`config.mk`:
```
export PLATFORM = sky130hd
export DESIGN_NAME = pipe_sum_tree_flat
export DESIGN_NICKNAME = d
export VERILOG_FILES = /design/src/rtl/pipe_sum_pkg.sv /design/src/rtl/pipe_sum_tree_if.sv /design/src/rtl/pipe_sum_level.sv /design/src/rtl/pipe_sum_tree.sv /design/src/flat_wrapper.sv
export SDC_FILE = /design/constraint.sdc
export NUM_CORES = 1
export LEC_CHECK = 0
export ABC_CLOCK_PERIOD_IN_PS = 5200
export CELL_PAD_IN_SITES_DETAIL_PLACEMENT = 1
export CELL_PAD_IN_SITES_GLOBAL_PLACEMENT = 1
export CORE_MARGIN = 5
export CORE_UTILIZATION = 35
export DETAILED_ROUTE_END_ITERATION = 8
export GPL_ROUTABILITY_DRIVEN = 0
export PLACE_DENSITY_LB_ADDON = 0.1
export SYNTH_ARGS = -nofsm -noshare
export SYNTH_HDL_FRONTEND = slang
export SYNTH_SLANG_ARGS = --single-unit
```
`constraint.sdc`:
```
create_clock -name clk_in -period 5.2 [get_ports clk_in]
set_clock_uncertainty 0.1 [all_clocks]
set_input_delay 0.52 -clock clk_in [delete_from_list [all_inputs] [get_ports clk_in]]
set_output_delay 0.52 -clock clk_in [all_outputs]
set_load 0.03 [all_outputs]
```
`src/rtl/pipe_sum_pkg.sv`:
```
// Shared sizing helpers for the pipelined reduction adder (pipe_sum_tree).
// Everything here is elaboration-time arithmetic; no hardware is described.
package pipe_sum_pkg;

  localparam int DEFAULT_ELEMENTS = 12;
  localparam int DEFAULT_IN_WIDTH = 8;

  // Number of register levels in the tree; a single lane still gets one stage.
  function automatic int num_levels(input int elements);
    return (elements <= 1) ? 1 : $clog2(elements);
  endfunction

  // Nodes held at level k: ceil(elements / 2^k). Level 0 is the raw input.
  function automatic int level_nodes(input int elements, input int k);
    return (elements + (1 << k) - 1) >> k;
  endfunction

  // Width of the last level, i.e. the lossless sum width.
  function automatic int full_width(input int in_width, input int elements);
    return in_width + num_levels(elements);
  endfunction

  // Bit offset of level k inside the flattened level chain (levels 0..k-1 below it).
  function automatic int level_offset(input int in_width, input int elements, input int k);
    int off;
    off = 0;
    for (int m = 0; m < k; m++) off += level_nodes(elements, m) * (in_width + m);
    return off;
  endfunction

endpackage

```
`src/rtl/pipe_sum_tree_if.sv`:
```
// Valid/ready stream bundle for pipe_sum_tree; out_sat exists only when
// PIPE_SUM_TREE_SAT_EN is defined.
interface pipe_sum_tree_if
  import pipe_sum_pkg::*;
#(
  parameter int ELEMENTS  = DEFAULT_ELEMENTS,
  parameter int IN_WIDTH  = DEFAULT_IN_WIDTH,
  parameter int OUT_WIDTH = DEFAULT_IN_WIDTH + $clog2(DEFAULT_ELEMENTS)
) ();

  logic [ELEMENTS*IN_WIDTH-1:0] in_data;
  logic                         in_valid;
  logic                         in_ready;
  logic [OUT_WIDTH-1:0]         out_data;
  logic                         out_valid;
  logic                         out_ready;
`ifdef PIPE_SUM_TREE_SAT_EN
  logic                         out_sat;
`endif

  modport master (
    output in_data, in_valid, out_ready,
`ifdef PIPE_SUM_TREE_SAT_EN
    input  out_sat,
`endif
    input  in_ready, out_data, out_valid
  );

  modport slave (
    input  in_data, in_valid, out_ready,
`ifdef PIPE_SUM_TREE_SAT_EN
    output out_sat,
`endif
    output in_ready, out_data, out_valid
  );

endinterface

```
`src/rtl/pipe_sum_level.sv`:
```
// One registered level of the reduction tree: pairwise adds, with an odd
// trailing node extended by one bit and passed through unchanged.
module pipe_sum_level
  import pipe_sum_pkg::*;
#(
  parameter int NODES_IN = 2,
  parameter int W_IN     = 8,
  parameter int SIGNED   = 1
) (
  input  logic                                          clk,
  input  logic                                          rst,
  input  logic                                          adv_i,
  input  logic                                          valid_i,
  input  logic [NODES_IN*W_IN-1:0]                      data_i,
  output logic                                          valid_o,
  output logic [level_nodes(NODES_IN, 1)*(W_IN+1)-1:0] data_o
);

  localparam int NODES_OUT = level_nodes(NODES_IN, 1);
  localparam int W_OUT     = W_IN + 1;

  logic [NODES_OUT*W_OUT-1:0] data_d;
  logic [NODES_OUT*W_OUT-1:0] data_q;
  logic                       valid_q;

  for (genvar j = 0; j < NODES_OUT; j++) begin : g_node
    logic [W_IN-1:0]  a;
    logic [W_OUT-1:0] a_ext;

    assign a     = data_i[2*j*W_IN +: W_IN];
    assign a_ext = {(SIGNED != 0) && a[W_IN-1], a};

    if (2*j + 1 < NODES_IN) begin : g_pair
      logic [W_IN-1:0]  b;
      logic [W_OUT-1:0] b_ext;

      assign b     = data_i[(2*j+1)*W_IN +: W_IN];
      assign b_ext = {(SIGNED != 0) && b[W_IN-1], b};
      assign data_d[j*W_OUT +: W_OUT] = a_ext + b_ext;
    end else begin : g_pass
      assign data_d[j*W_OUT +: W_OUT] = a_ext;
    end
  end

  // NOTE: the data registers are reset too (not just valid) so that out_data
  // reads 0 after reset; they only load when an accepted valid item arrives.
  always_ff @(posedge clk or posedge rst) begin
    if (rst) begin
      valid_q <= 1'b0;
      data_q  <= '0;
    end else if (adv_i) begin
      // NOTE: non-blocking assignments keep every level sampling the
      // pre-edge value of the level below, which is what makes this a pipeline.
      valid_q <= valid_i;
      if (valid_i) data_q <= data_d;
    end
  end

  assign valid_o = valid_q;
  assign data_o  = data_q;

endmodule

```
`src/rtl/pipe_sum_tree.sv`:
```
// Pipelined valid/ready reduction adder over ELEMENTS lanes, one register per
// adder level. Define PIPE_SUM_TREE_SAT_EN to saturate a narrow OUT_WIDTH.
module pipe_sum_tree
  import pipe_sum_pkg::*;
#(
  parameter int ELEMENTS  = DEFAULT_ELEMENTS,
  parameter int IN_WIDTH  = DEFAULT_IN_WIDTH,
  parameter int SIGNED    = 1,
  parameter int OUT_WIDTH = IN_WIDTH + $clog2(ELEMENTS)
) (
  input  logic           clk_in,
  input  logic           rst_in,
  pipe_sum_tree_if.slave bus
);

  localparam int LEVELS  = num_levels(ELEMENTS);
  localparam int FULL_W  = full_width(IN_WIDTH, ELEMENTS);
  localparam int CHAIN_W = level_offset(IN_WIDTH, ELEMENTS, LEVELS + 1);
  localparam int LAST_OF = level_offset(IN_WIDTH, ELEMENTS, LEVELS);

  // All levels flattened into one vector; level 0 is the input lanes.
  logic [CHAIN_W-1:0] chain;
  logic [LEVELS:0]    chain_v;
  logic               stall;
  logic               adv;
  logic [FULL_W-1:0]  sum_full;

  // A full output that is not being taken freezes the whole tree.
  assign stall        = bus.out_valid && !bus.out_ready;
  assign adv          = !stall;
  assign bus.in_ready = adv;

  assign chain[ELEMENTS*IN_WIDTH-1:0] = bus.in_data;
  assign chain_v[0]                   = bus.in_valid;

  for (genvar k = 1; k <= LEVELS; k++) begin : g_lvl
    localparam int NIN    = level_nodes(ELEMENTS, k - 1);
    localparam int NOUT   = level_nodes(ELEMENTS, k);
    localparam int WIN    = IN_WIDTH + k - 1;
    localparam int OFF_I  = level_offset(IN_WIDTH, ELEMENTS, k - 1);
    localparam int OFF_O  = level_offset(IN_WIDTH, ELEMENTS, k);

    pipe_sum_level #(
      .NODES_IN (NIN),
      .W_IN     (WIN),
      .SIGNED   (SIGNED)
    ) u_level (
      .clk     (clk_in),
      .rst     (rst_in),
      .adv_i   (adv),
      .valid_i (chain_v[k-1]),
      .data_i  (chain[OFF_I +: NIN*WIN]),
      .valid_o (chain_v[k]),
      .data_o  (chain[OFF_O +: NOUT*(WIN+1)])
    );
  end

  assign sum_full      = chain[LAST_OF +: FULL_W];
  assign bus.out_valid = chain_v[LEVELS];

  if (OUT_WIDTH > FULL_W) begin : g_extend
    logic ext_bit;
    assign ext_bit      = (SIGNED != 0) && sum_full[FULL_W-1];
    assign bus.out_data = {{(OUT_WIDTH-FULL_W){ext_bit}}, sum_full};
`ifdef PIPE_SUM_TREE_SAT_EN
    assign bus.out_sat  = 1'b0;
`endif
  end else if (OUT_WIDTH == FULL_W) begin : g_exact
    assign bus.out_data = sum_full;
`ifdef PIPE_SUM_TREE_SAT_EN
    assign bus.out_sat  = 1'b0;
`endif
  end else begin : g_narrow
`ifdef PIPE_SUM_TREE_SAT_EN
    if (SIGNED != 0) begin : g_sat_signed
      // The sum fits only if every bit from the result sign upward agrees.
      logic [FULL_W-OUT_WIDTH:0] hi;
      logic                      ovf;
      assign hi  = sum_full[FULL_W-1:OUT_WIDTH-1];
      assign ovf = !((&hi) || !(|hi));
      assign bus.out_data = !ovf ? sum_full[OUT_WIDTH-1:0]
                          : sum_full[FULL_W-1] ? {1'b1, {(OUT_WIDTH-1){1'b0}}}
                                               : {1'b0, {(OUT_WIDTH-1){1'b1}}};
      assign bus.out_sat  = ovf;
    end else begin : g_sat_unsigned
      logic ovf;
      assign ovf          = |sum_full[FULL_W-1:OUT_WIDTH];
      assign bus.out_data = ovf ? {OUT_WIDTH{1'b1}} : sum_full[OUT_WIDTH-1:0];
      assign bus.out_sat  = ovf;
    end
`else
    assign bus.out_data = sum_full[OUT_WIDTH-1:0];
`endif
  end

endmodule

```
`src/flat_wrapper.sv`:
```
// flat-port wrapper written by rule: the top's interface ports become plain ports
module pipe_sum_tree_flat import pipe_sum_pkg::*;
#(
  parameter int ELEMENTS  = DEFAULT_ELEMENTS,
  parameter int IN_WIDTH  = DEFAULT_IN_WIDTH,
  parameter int SIGNED    = 1,
  parameter int OUT_WIDTH = IN_WIDTH + $clog2(ELEMENTS)
)
  (clk_in, rst_in, bus_in_data, bus_in_valid, bus_out_ready, bus_in_ready, bus_out_data, bus_out_valid);
  pipe_sum_tree_if #(.ELEMENTS(ELEMENTS), .IN_WIDTH(IN_WIDTH), .OUT_WIDTH(OUT_WIDTH)) bus_i ();
  input  logic clk_in;
  input  logic rst_in;
  input wire logic [$bits(bus_i.in_data)-1:0] bus_in_data;
  input wire logic [$bits(bus_i.in_valid)-1:0] bus_in_valid;
  input wire logic [$bits(bus_i.out_ready)-1:0] bus_out_ready;
  output wire logic [$bits(bus_i.in_ready)-1:0] bus_in_ready;
  output wire logic [$bits(bus_i.out_data)-1:0] bus_out_data;
  output wire logic [$bits(bus_i.out_valid)-1:0] bus_out_valid;
  assign bus_i.in_data = bus_in_data;
  assign bus_i.in_valid = bus_in_valid;
  assign bus_i.out_ready = bus_out_ready;
  assign bus_in_ready = bus_i.in_ready;
  assign bus_out_data = bus_i.out_data;
  assign bus_out_valid = bus_i.out_valid;
  pipe_sum_tree #(.ELEMENTS(ELEMENTS), .IN_WIDTH(IN_WIDTH), .SIGNED(SIGNED), .OUT_WIDTH(OUT_WIDTH)) u_core (.clk_in(clk_in), .rst_in(rst_in), .bus(bus_i));
endmodule
```
==> metrics.md <==
| Metric | Value |
|---|---|
| Port buffer count | `113` |
| Slowest stage delay, CP | `0.83 ns` |
| Top cells by area in the synthesized netlist | `dfrtp_1, ha_1, o21ai_0` |
| Number of global-route vias before repair | `6907` |
| Number of library cell types mapped by synthesis | `52` |
| Area of combinational cells with multiple inputs | `4943 sq um` |
| Standard cell core area | `23470 sq um` |
| Vias per cell | `5.081` |
| Nature of the critical path endpoint | `output port` |
| # Max-Cap Violations | `0` |
| Tot Pwr | `5.759 mW` |
| Iter 0 DRT Violations | `256` |
| First-pass DRT Iterations | `4` |
| Hold_sp | `u_core.g_lvl[4].u_level.data_o[9]$_DFFE_PP0P_` |
| Post-synth top area share | `0.3629` |
| Routed Wire Length | `20120 um` |
| Root buffer selected by CTS | `clkbuf_16` |
| Unrepaired setup endpoints after global routing | `no` |
| Number of inserted filler cells in the final layout | `2659` |
| Initial Util | `0.3555` |
| Number of buffers added by the clock tree synthesis step | `17` |
| Number of instances in the synthesized netlist | `875` |
| Cell seen most often among critical-path stages | `clkdlybuf4s50_1` |
| Sequential area share after synthesis | `0.3629` |
| Reg2reg path depth | `4` |
| Final-layout setup total negative slack | `0 ns` |
| Boundary pin count | `114` |
| Pwr per Cell Area | `557.0 nW/um^2` |
| Worst reg2reg path startpoint | `u_core.g_lvl[4].u_level.valid_o$_DFFE_PP0N_` |
| Type of the worst min-delay path | `flip-flop to flip-flop` |
| Largest driver fanout on the critical path | `12` |
| Residual antenna-violating net count after detailed routing | `0` |
| Clock Path Buffers | `2` |
| Area occupied by registers | `3028 sq um` |
| Time the worst path needs with I/O delays and setup | `2.914 ns` |
| Overall routing resource usage | `0.1558` |
| Sinks on the clock net | `121` |
| DPL Wire Length | `15610 um` |
| Sum of overflow across all layers after global routing | `0` |
| Hold Path Sink | `u_core.g_lvl[4].u_level.data_o[9]$_DFFE_PP0P_` |
| Cell with the most instances after synthesis | `dfrtp_1` |
| Register-to-Register Setup Slack | `2.60 ns` |
| Dominant delay contributor by cell family on the critical path | `buffers and inverters` |
| Register bit count reported by yosys | `121` |
| Count of cells along the worst hold path | `2` |
| Max-slew violation total from the final report | `0` |
| Largest net degree at the start of global routing | `83` |
| Flip-flop cell with the highest count after synthesis | `dfrtp_1` |
| Ant. Diodes | `0` |
| Signal arrival time at the worst endpoint | `2.29 ns` |
| Layout-stage area growth over the synthesis result | `23.90%` |
| IR Drop Worst-Case VDD | `0.0002590 V` |
| Static Leakage | `4.534 nW` |
| Vias after detailed routing | `6636` |
| Kind of launch point of the worst setup path | `primary input` |
| First-pass GRT wire length | `34270 um` |
| Yosys synthesis warning count | `0` |
| Number of placement rows | `56` |
| Cell type with the highest aggregate area in the netlist | `dfrtp_1` |
| Ys async rst share | `1.000` |
| CTS tree | `done` |
| Post-synthesis net count | `1082` |
| Post-synth EDFFs | `0` |
| Worst setup path category | `primary input to output port` |
| Area of the mapped netlist | `8344 sq um` |
| Chip width | `164.4 um` |
| Share of cells above drive strength 1 | `0.07599` |
| Placed Instances | `1274` |
| Final instance count without filler cells | `1306` |
| # DRC | `0` |
| H-tree depth | `4` |
| CP required | `4.58 ns` |
| Run status | `finished clean` |
| Normalized max-slew margin | `0.2876` |
| Most frequent cells after synthesis | `dfrtp_1, nand2_1, ha_1` |
| Mean post-synth cell area | `9.536 sq um` |
| Number of setup buffers added after CTS | `0` |
| F_max | `343.1 MHz` |
| PostCTS Resize Cnt | `0` |
| Slowest stage cell, crit path | `clkdlybuf4s50_1` |
| Final critical-path share of the clock period | `0.5604` |
| Die area | `27030 sq um` |
| CTS hold repair buffers | `0` |
| CP Buf/Inv Count | `2` |
| Later-pin clock latency in the skew report | `0.42 ns` |
| Die Y-Extent | `164.4 um` |
| Worst reg2reg path endpoint | `u_core.g_lvl[1].u_level.data_o[35]$_DFFE_PP0P_` |
| Average wire per cell in the routed design | `15.41 um` |
| Final setup violating endpoints | `0` |
| Antenna violations before repair | `0` |
| Clock transition at the registers of the reported paths | `0.06 ns` |
| Endpoints failing hold | `0` |
| Net count of the finished layout | `1181` |
| Slew at the pin closest to its max-slew limit | `1.065 ns` |
| Critical Path, Cell by Cell | `clkdlybuf4s50_1 > nand2b_1 > clkdlybuf4s50_1` |
[metrics by stage]
stage	util	area (sq um)	hold slack (ns)	worst slack, ns
global route	0.4405	10340	0.4048	2.155
global placement	0.4140	9718	0.3616	2.015
detailed placement	0.4140	9718	0.3699	1.931
floorplan	-	8344	0.3418	1.366
CTS	0.4405	10340	0.3829	2.228
finish	0.4405	10340	0.3770	2.286
[tightest hold or removal path: stages (launching register included)]
cell	delay, ns
dfrtp_1	0.34
nand2_1	0.04
o21ai_0	0.06
[metal layers]
metal,GRT usage,up-vias,part of all wire
li1,-,3390,-
met3,0.02695,15,0.029
met1,0.2221,3140,0.52
met5,0,-,0
met2,0.2453,91,0.44
met4,0.04197,0,0.011
[kinds of logic after synthesis]
group / synth area share
AO/OA/AOI/OAI: 0.1994
AND/OR/NAND/NOR: 0.1348
flip-flops: 0.3629
adder cells (fa/ha/maj): 0.1703
buffers and inverters: 0.04588
XOR/XNOR: 0.04933
multiplexers: 0.03734
[area by class of cell]
type                    instances  share of cell area
clock buffers                  19             0.04381
clock inverters                13             0.01622
inverters                      47             0.01731
multi-input cells             669              0.4782
flip-flops and latches        121              0.2929
well taps                     319             0.03861
repair buffers                118              0.1130
[sequential cells by signal, summed over array words and instances (netlist names)]
register,flops
u_core.g_lvl.u_level.data_o,117
u_core.g_lvl.u_level.valid_o,4
[worst max-delay path by stage]
stage	cells past startpoint	startpoint	slack [ns]	to
final	3	bus_out_ready	2.29	bus_in_ready
after detailed placement	5	bus_out_ready	1.93	u_core.g_lvl[1].u_level.data_o[35]$_DFFE_PP0P_
after CTS	3	bus_out_ready	2.23	bus_in_ready
after global placement	5	bus_out_ready	2.02	u_core.g_lvl[1].u_level.data_o[26]$_DFFE_PP0P_
after floorplan	1	rst_in	1.37	u_core.g_lvl[1].u_level.data_o[0]$_DFFE_PP0P_
after global routing	5	bus_out_ready	2.16	u_core.g_lvl[1].u_level.data_o[8]$_DFFE_PP0P_
[report_power, final]
part	leakage [nW]	switching [mW]	internal (mW)
combinational	2.75	1.59	1.28
sequential	1.48	0.293	1.36
clock	0.300	0.453	0.783
total	4.53	2.34	3.42
[layout by cell type (no fill, tap or decap), drive strengths merged, types with 5 or more instances in the layout]
master and count:
fa 11, buf 5, nand2b 5, a21o 17
o21a 13, inv 49, xor2 25, nor3 20
ha 96, o31ai 15, or4b 6, o211ai 17
dfrtp 121, clkdlybuf4s50 113, o21ai 81, xnor2 22
nor3b 27, mux2 25, a31oi 9, clkinv 6
a21oi 53, clkbuf 19, nor4b 6, nand2 97
nor2 34, o31a 7, a211oi 31, nand3 9
(Power assumes the default switching activity.)
